==> src/rtl/trace_pkg.sv <==
// trace_pkg: retire trace record layout and sizing shared by the trace buffer
package trace_pkg;
   localparam int TRACE_DEPTH_DEFAULT = 16;
   localparam int TRACE_XLEN = 32;
   localparam int DROP_CNT_W = 16;
   typedef struct packed {
`ifdef RETIRE_TRACE_SEQ_EN
      logic [31:0]           seq;
`endif
      logic [TRACE_XLEN-1:0] pc;
      logic [31:0]           instruction;
      logic [TRACE_XLEN-1:0] alu_out;
      logic [TRACE_XLEN-1:0] wdata;
      logic [TRACE_XLEN-1:0] rdata;
      logic [TRACE_XLEN-1:0] next_pc;
      logic                  reg_wr;
      logic                  rd_en;
      logic                  wr_en;
      logic                  br_taken;
   } trace_rec_t;
endpackage

==> src/rtl/trace_fifo.sv <==
// trace_fifo: synchronous FIFO without bypass; caller only pushes when space exists or a pop is concurrent
module trace_fifo #(
   parameter int W = 8,
   parameter int DEPTH = 16,
   localparam int AW = $clog2(DEPTH)
) (
   input  logic          clk,
   input  logic          reset,
   input  logic          push,
   input  logic          pop,
   input  logic [W-1:0]  din,
   output logic [W-1:0]  dout,
   output logic          full,
   output logic          empty,
   output logic [AW:0]   count
);
   logic [W-1:0]  mem [DEPTH];
   logic [AW-1:0] wr_ptr, rd_ptr;
   always_ff @(posedge clk)
      if (push && !reset) mem[wr_ptr] <= din;
   always_ff @(posedge clk) begin
      if (reset) begin
         wr_ptr <= '0;
         rd_ptr <= '0;
         count  <= '0;
      end else begin
         if (push) wr_ptr <= wr_ptr + AW'(1);
         if (pop) rd_ptr <= rd_ptr + AW'(1);
         count <= count + (AW+1)'(push) - (AW+1)'(pop);
      end
   end
   assign dout  = mem[rd_ptr];
   assign empty = count == '0;
   assign full  = count == (AW+1)'(DEPTH);
endmodule

==> src/rtl/retire_trace_buffer.sv <==
// retire_trace_buffer: snapshots retired instructions into a drop-on-full trace FIFO; RETIRE_TRACE_SEQ_EN adds a seq field
module retire_trace_buffer
   import trace_pkg::*;
#(
   parameter int DEPTH = TRACE_DEPTH_DEFAULT,
   parameter int XLEN = TRACE_XLEN,
   localparam int AW = $clog2(DEPTH)
) (
   input  logic                  clk,
   input  logic                  reset,
   input  logic                  in_valid,
   input  logic [XLEN-1:0]       in_pc,
   input  logic [31:0]           in_instruction,
   input  logic [XLEN-1:0]       in_alu_out,
   input  logic [XLEN-1:0]       in_wdata,
   input  logic [XLEN-1:0]       in_rdata,
   input  logic [XLEN-1:0]       in_next_pc,
   input  logic                  in_reg_wr,
   input  logic                  in_rd_en,
   input  logic                  in_wr_en,
   input  logic                  in_br_taken,
   output logic                  out_valid,
   input  logic                  out_ready,
   output trace_rec_t            out_record,
   output logic [AW:0]           occupancy,
   output logic                  overflow,
   output logic [DROP_CNT_W-1:0] drop_count
);
   trace_rec_t                     rec;
   logic [$bits(trace_rec_t)-1:0]  head;
   logic                           full, empty, pop, push, drop;
`ifdef RETIRE_TRACE_SEQ_EN
   logic [31:0] seq;
   always_ff @(posedge clk)
      seq <= reset ? '0 : seq + 32'(in_valid);
`endif
   always_comb begin
      rec = '0;
`ifdef RETIRE_TRACE_SEQ_EN
      rec.seq = seq;
`endif
      rec.pc          = in_pc;
      rec.instruction = in_instruction;
      rec.alu_out     = in_alu_out;
      rec.wdata       = in_wdata;
      rec.rdata       = in_rdata;
      rec.next_pc     = in_next_pc;
      rec.reg_wr      = in_reg_wr;
      rec.rd_en       = in_rd_en;
      rec.wr_en       = in_wr_en;
      rec.br_taken    = in_br_taken;
   end
   assign out_valid  = !empty;
   assign pop        = out_valid && out_ready;
   assign push       = in_valid && (!full || pop);
   assign drop       = in_valid && full && !pop;
   assign out_record = out_valid ? trace_rec_t'(head) : '0;
   always_ff @(posedge clk) begin
      if (reset) begin
         overflow   <= 1'b0;
         drop_count <= '0;
      end else if (drop) begin
         overflow   <= 1'b1;
         drop_count <= (drop_count == '1) ? drop_count : drop_count + DROP_CNT_W'(1);
      end
   end
   trace_fifo #(.W($bits(trace_rec_t)), .DEPTH(DEPTH)) u_fifo (
      .clk   (clk),
      .reset (reset),
      .push  (push),
      .pop   (pop),
      .din   (rec),
      .dout  (head),
      .full  (full),
      .empty (empty),
      .count (occupancy)
   );
endmodule

==> config.mk <==
export PLATFORM = sky130hd
export DESIGN_NAME = retire_trace_buffer
export DESIGN_NICKNAME = d
export VERILOG_FILES = /design/src/rtl/trace_pkg.sv /design/src/rtl/trace_fifo.sv /design/src/rtl/retire_trace_buffer.sv
export SDC_FILE = /design/constraint.sdc
export NUM_CORES = 2
export LEC_CHECK = 0
export ABC_CLOCK_PERIOD_IN_PS = 27000
export CAP_MARGIN = 20
export CORE_MARGIN = 2
export CORE_UTILIZATION = 50
export DETAILED_ROUTE_END_ITERATION = 8
export PLACE_DENSITY = 0.76
export SETUP_SLACK_MARGIN = 0.3
export SLEW_MARGIN = 20
export SYNTH_ARGS = -nofsm -noshare
export SYNTH_HDL_FRONTEND = slang
export SYNTH_SLANG_ARGS = --single-unit
==> constraint.sdc <==
create_clock -name clk -period 27 [get_ports clk]
set_input_delay 6.75 -clock clk [delete_from_list [all_inputs] [get_ports clk]]
set_output_delay 6.75 -clock clk [all_outputs]
set_load 0.02 [all_outputs]
After elaboration in Yosys (flattened, before gate mapping)
Memory sizes are Yosys's and may differ from the RTL's. A register that Yosys moved wholly into a read port is not among the register bits.
Cells that the tools add are included.
Word-level totals
  register bits: 30
  RAM bits: 3136
  bits of input ports: 200
  output and inout bits: 219
  logic and storage cells: 31
  memories: 1
Memories
  u_fifo.mem: words 16, width 196, rd ports 1, clocked after memory_dff 1, wr ports 1, RTL line trace_fifo.sv:17  | logic [W-1:0] mem [DEPTH];
Cells by class
  add/sub/neg operators: 5
  equality and inequality tests: 2
  mux-type cells: 5
  bitwise gates (word level): 1
  reductions and logical operators: 12
Operators by type and width (count)
  two-way mux 196 bit: 1
  adder 16 x 1 -> 16 bit, second input constant: 1
  equality test 16 bit, second input constant: 1
  adder 4 x 1 -> 4 bit, second input constant: 2
  two-way mux 4 bit: 2
  adder 5 x 1 -> 5 bit: 1
  equality test 5 bit, second input constant: 1
  logical AND 1 bit: 5
  zero test 5 bit: 1
  subtractor 5 x 1 -> 5 bit: 1
  zero test 1 bit: 4
  two-way mux 1 bit: 2
  AND reduction 2 bit: 1
  logical OR 1 bit: 1
  NOT 1 bit: 1

Longest topological paths before layout
  word-level depth: 8
  mapped depth: 15
  gate-level depth less buffers: 14

Modules after synthesis
Synthesis repeated with hierarchy kept, for this count alone.
Second synthesis, totals
  cells, all modules: 5215
  area, all modules: 119847.4 um2
Modules (own cells, without submodules)
  trace_fifo: times used 1, cells an instance 4885, area an instance 117622.8 um2, seq. area each 94510.6 um2
  retire_trace_buffer: times used 1, cells an instance 330, area an instance 2224.6 um2, seq. area each 340.3 um2

Least setup slack after synthesis
Ideal clock, no wire load.
  kind: input-to-reg
  from: in reset
  to: mem u_fifo.mem[3][0] in the netlist's numbering (enable)
  setup time: 992 ps
  data arrival time: 20621 ps
  data required time: 26008 ps
  slack: 5387 ps
  stages on the path: 4
  buffers on the path: 1
  cells stage by stage: clkbuf_1 a211oi_1 nand2_1 nor3_1
Between the ends
  longest elaborated chain between the ends: 4
Ends and longest elaborated chain
  start: declaration: RTL line retire_trace_buffer.sv:10  | input logic reset,
  zero test 1 bit: RTL line trace_fifo.sv:20  | if (push && !reset) mem[wr_ptr] <= din;
  logical AND 1 bit: RTL line trace_fifo.sv:20
  two-way mux 1 bit: RTL line trace_fifo.sv:20
  two-way mux 1 bit (not written as such): RTL line trace_fifo.sv:20
  end: declaration: RTL line trace_fifo.sv:17
Every way passes these cells.

==> impl_metrics.env <==
export IMPL_grt_pass1_wl_mm=393
export IMPL_antenna_found_initial=71
export IMPL_ant_nets=0
export IMPL_worst_slack_ns=12.77
export IMPL_synth_top_family_by_area="multiplexers"
export IMPL_utilization=0.577
export IMPL_synth_fp_nets=5212
export IMPL_synth_area_top_cells="edfxtp_1 (78%), mux4_2 (15%), mux2i_1 (3.3%), o22ai_2 (1.0%), dfxtp_1 (0.56%)"
export IMPL_placed_area_um2=129000
export IMPL_hold_viol_final=0
export IMPL_ctsResizeCount=0
export IMPL_min_period_ns=14.23
export IMPL_yosys_area_share_adder=0.00141
export IMPL_whs_ns=0.472
export IMPL_finClkSkew_ns=0.0873
export IMPL_drt_iter0_markers=5996
export IMPL_layout_nets=5797
export IMPL_routed_wl_mm=274
export IMPL_cp_arrival_ns=7.48
export IMPL_p_per_area_nw_per_um2=89.1
export IMPL_cts_inserted_buffers=330
export IMPL_synth_mux_area_frac=0.179
export IMPL_status="finished clean"
export IMPL_ios=419
export IMPL_routed_wl_met2_mm=138
export IMPL_die_width_um=496
export IMPL_holdBufCountCts=0
export IMPL_grt_ovfl_total=0
export IMPL_clock_latency_ns=0.95
export IMPL_yosysWarningCount=0
export IMPL_cts_root_buf="clkbuf_16"
export IMPL_grt_pass1_vias=57700
export IMPL_end_kind="output port"
export IMPL_synth_area_per_cell_um2=24.2
export IMPL_critPathLaunchType="flip-flop"
export IMPL_numPortBuffers=418
export IMPL_ys_seq_elements=3170
export IMPL_grtUsageTotal=0.220
export IMPL_synth_cell_type_count=58
export IMPL_finalSetupTns_ns=0
export IMPL_drive_above_1_share=0.250
export IMPL_vias=55800
export IMPL_required_ns=20.25
export IMPL_die_area_um2=246000
export IMPL_htreeDepth=5
export IMPL_wl_per_cell_um=30.4
export IMPL_ys_seq_area_frac=0.783
export IMPL_met1Wirelength_mm=104
export IMPL_ir_drop_mv=0.116
export IMPL_post_cts_buffers=0
export IMPL_yosys_area_share_xor_xnor=0.000579
export IMPL_dr_wl_met3_mm=23.7
export IMPL_synth_edf_count=3136
export IMPL_finalInstanceArea_um2=139000
export IMPL_path_class="flip-flop to output port"
export IMPL_cp_max_fo=49
export IMPL_rows=180
export IMPL_synth_compound_area_frac=0.0172
export IMPL_area_growth_pct=14.7
export IMPL_cts_buffer_depth=4
export IMPL_cts_tree="yes"
export IMPL_start_util=0.503
export IMPL_slew_viol_final=0
export IMPL_slew_headroom=0.204
export IMPL_netlist_area_leader_share=0.778
export IMPL_worst_slew_pin_slew_ns=1.19
export IMPL_yosysTopAreaCell="edfxtp_1"
export IMPL_ys_async_sr_fraction=0
export IMPL_routed_via_density=6.19
export IMPL_syn_instance_count=4999
export IMPL_ys_flop_type="edfxtp_1"
export IMPL_yosys_area_share_simple=0.00518
export IMPL_die_h_um=496
export IMPL_hold_class="flip-flop to flip-flop"
export IMPL_clock_fmax_mhz=70.3
export IMPL_dpl_worst_slack_ns=13.40
export IMPL_hpwl_mm=133
export IMPL_timing_final_crit_share=0.527
export IMPL_syn_area_um2=121000
export IMPL_highest_layer="met5"
export IMPL_rsz0062_at_grt="false"
export IMPL_place_congestion=0.760
export IMPL_grt_max_degree=159
export IMPL_clk_pin_slew_ns=0.06
export IMPL_drtPass1Iterations=6
export IMPL_cts_sinks=3170
export IMPL_setup_violations=0
export IMPL_power_leakage_nw=41.4
export IMPL_coreArea_um2=241000
export IMPL_timing_max_cap_violations=0
export IMPL_drc=0
through the flow:
| step | power, mW | instances |
|---|---|---|
| final | 12.4 | 9012 |
| after detailed placement | 8.26 | 8436 |
| after floorplan | 7.43 | 4999 |
| after global placement | 8.22 | 8436 |
| after CTS | 12.5 | 8995 |
| after global routing | 12.8 | 9010 |
cell type report:
class	count	area, um2
diodes	16	40.0
fillers	16500	102000
clock buffers	388	8580
clock inverters	171	1390
multi-input cells	1545	24700
flip-flops and latches	3170	94900
well taps	3185	3990
repair buffers	523	5200
inverters	14	52.6
final timing paths:
kind	depth (start not counted)	endpoint	slack, ns	start
max	9	out_record[169]	12.77	flip-flop
min	2	overflow	0.47	overflow
max reg2reg	9	u_fifo.mem[14][135]	21.78	u_fifo.count[2]
min reg2reg	2	overflow	0.47	overflow
registers in the layout (all words and copies together) (netlist names), named ones only:
register and flops:
u_fifo.count 5, u_fifo.wr_ptr 4, overflow 1, u_fifo.mem 3136, drop_count 16, u_fifo.rd_ptr 4
kinds of logic after synthesis:
| family | Yosys count |
|---|---|
| mux | 1181 |
| xor+xnor | 8 |
| fa+ha+maj | 13 |
| buf+inv | 284 |
| simple gates | 112 |
| compound gates | 231 |
| flops | 3170 |
Yosys cell counts, drive strengths merged (4+ instances only):
| cell type | n |
|---|---|
| nand3 | 14 |
| nor3 | 7 |
| mux4 | 784 |
| or3 | 4 |
| nor2b | 7 |
| and4 | 4 |
| xor2 | 5 |
| nand2 | 15 |
| edfxtp | 3136 |
| nor2 | 31 |
| or4 | 4 |
| nand4 | 6 |
| dfxtp | 34 |
| ha | 12 |
| o31ai | 4 |
| inv | 14 |
| clkbuf | 72 |
| a21oi | 13 |
| buf | 198 |
| o22ai | 196 |
| o21ai | 4 |
| mux2i | 394 |
cell usage in the layout (no fill, tap or decap), types with 12 or more instances in the layout:
cell	count
nand2_1	14
a21oi_1	13
inv_1	14
clkinv_2	61
nor2_1	19
clkbuf_16	335
o22ai_2	100
clkbuf_1	53
ha_1	12
nor2_4	12
o22ai_1	96
diode_2	16
mux4_2	784
clkinv_1	68
dfxtp_1	31
edfxtp_1	3136
mux2i_1	394
bufinv_16	20
nand3_1	14
buf_12	17
clkdlybuf4s50_1	418
buf_4	87
critical path, stage by stage, from the launching register on:
cell             delay (ns)
dfxtp_4                0.99
buf_4                  0.80
buf_4                  0.71
buf_4                  0.60
buf_4                  0.84
buf_4                  0.75
mux4_2                 0.59
mux2i_1                0.18
o22ai_1                0.21
clkdlybuf4s50_1        0.66
power by group:
part	leakage [nW]	switching, mW	internal, mW	total (mW)
Combinational	7.95	1.37	1.24	2.61
Clock	4.91	1.78	2.45	4.24
Sequential	28.5	0.0464	5.48	5.52
Total	41.4	3.20	9.17	12.4
metal layers:
metal	up-vias	global-route usage
li1	22700	-
met3	536	0.0565
met4	90	0.0653
met1	30000	0.290
met5	-	0
met2	2416	0.365
Power figures use the tool's default switching activity.
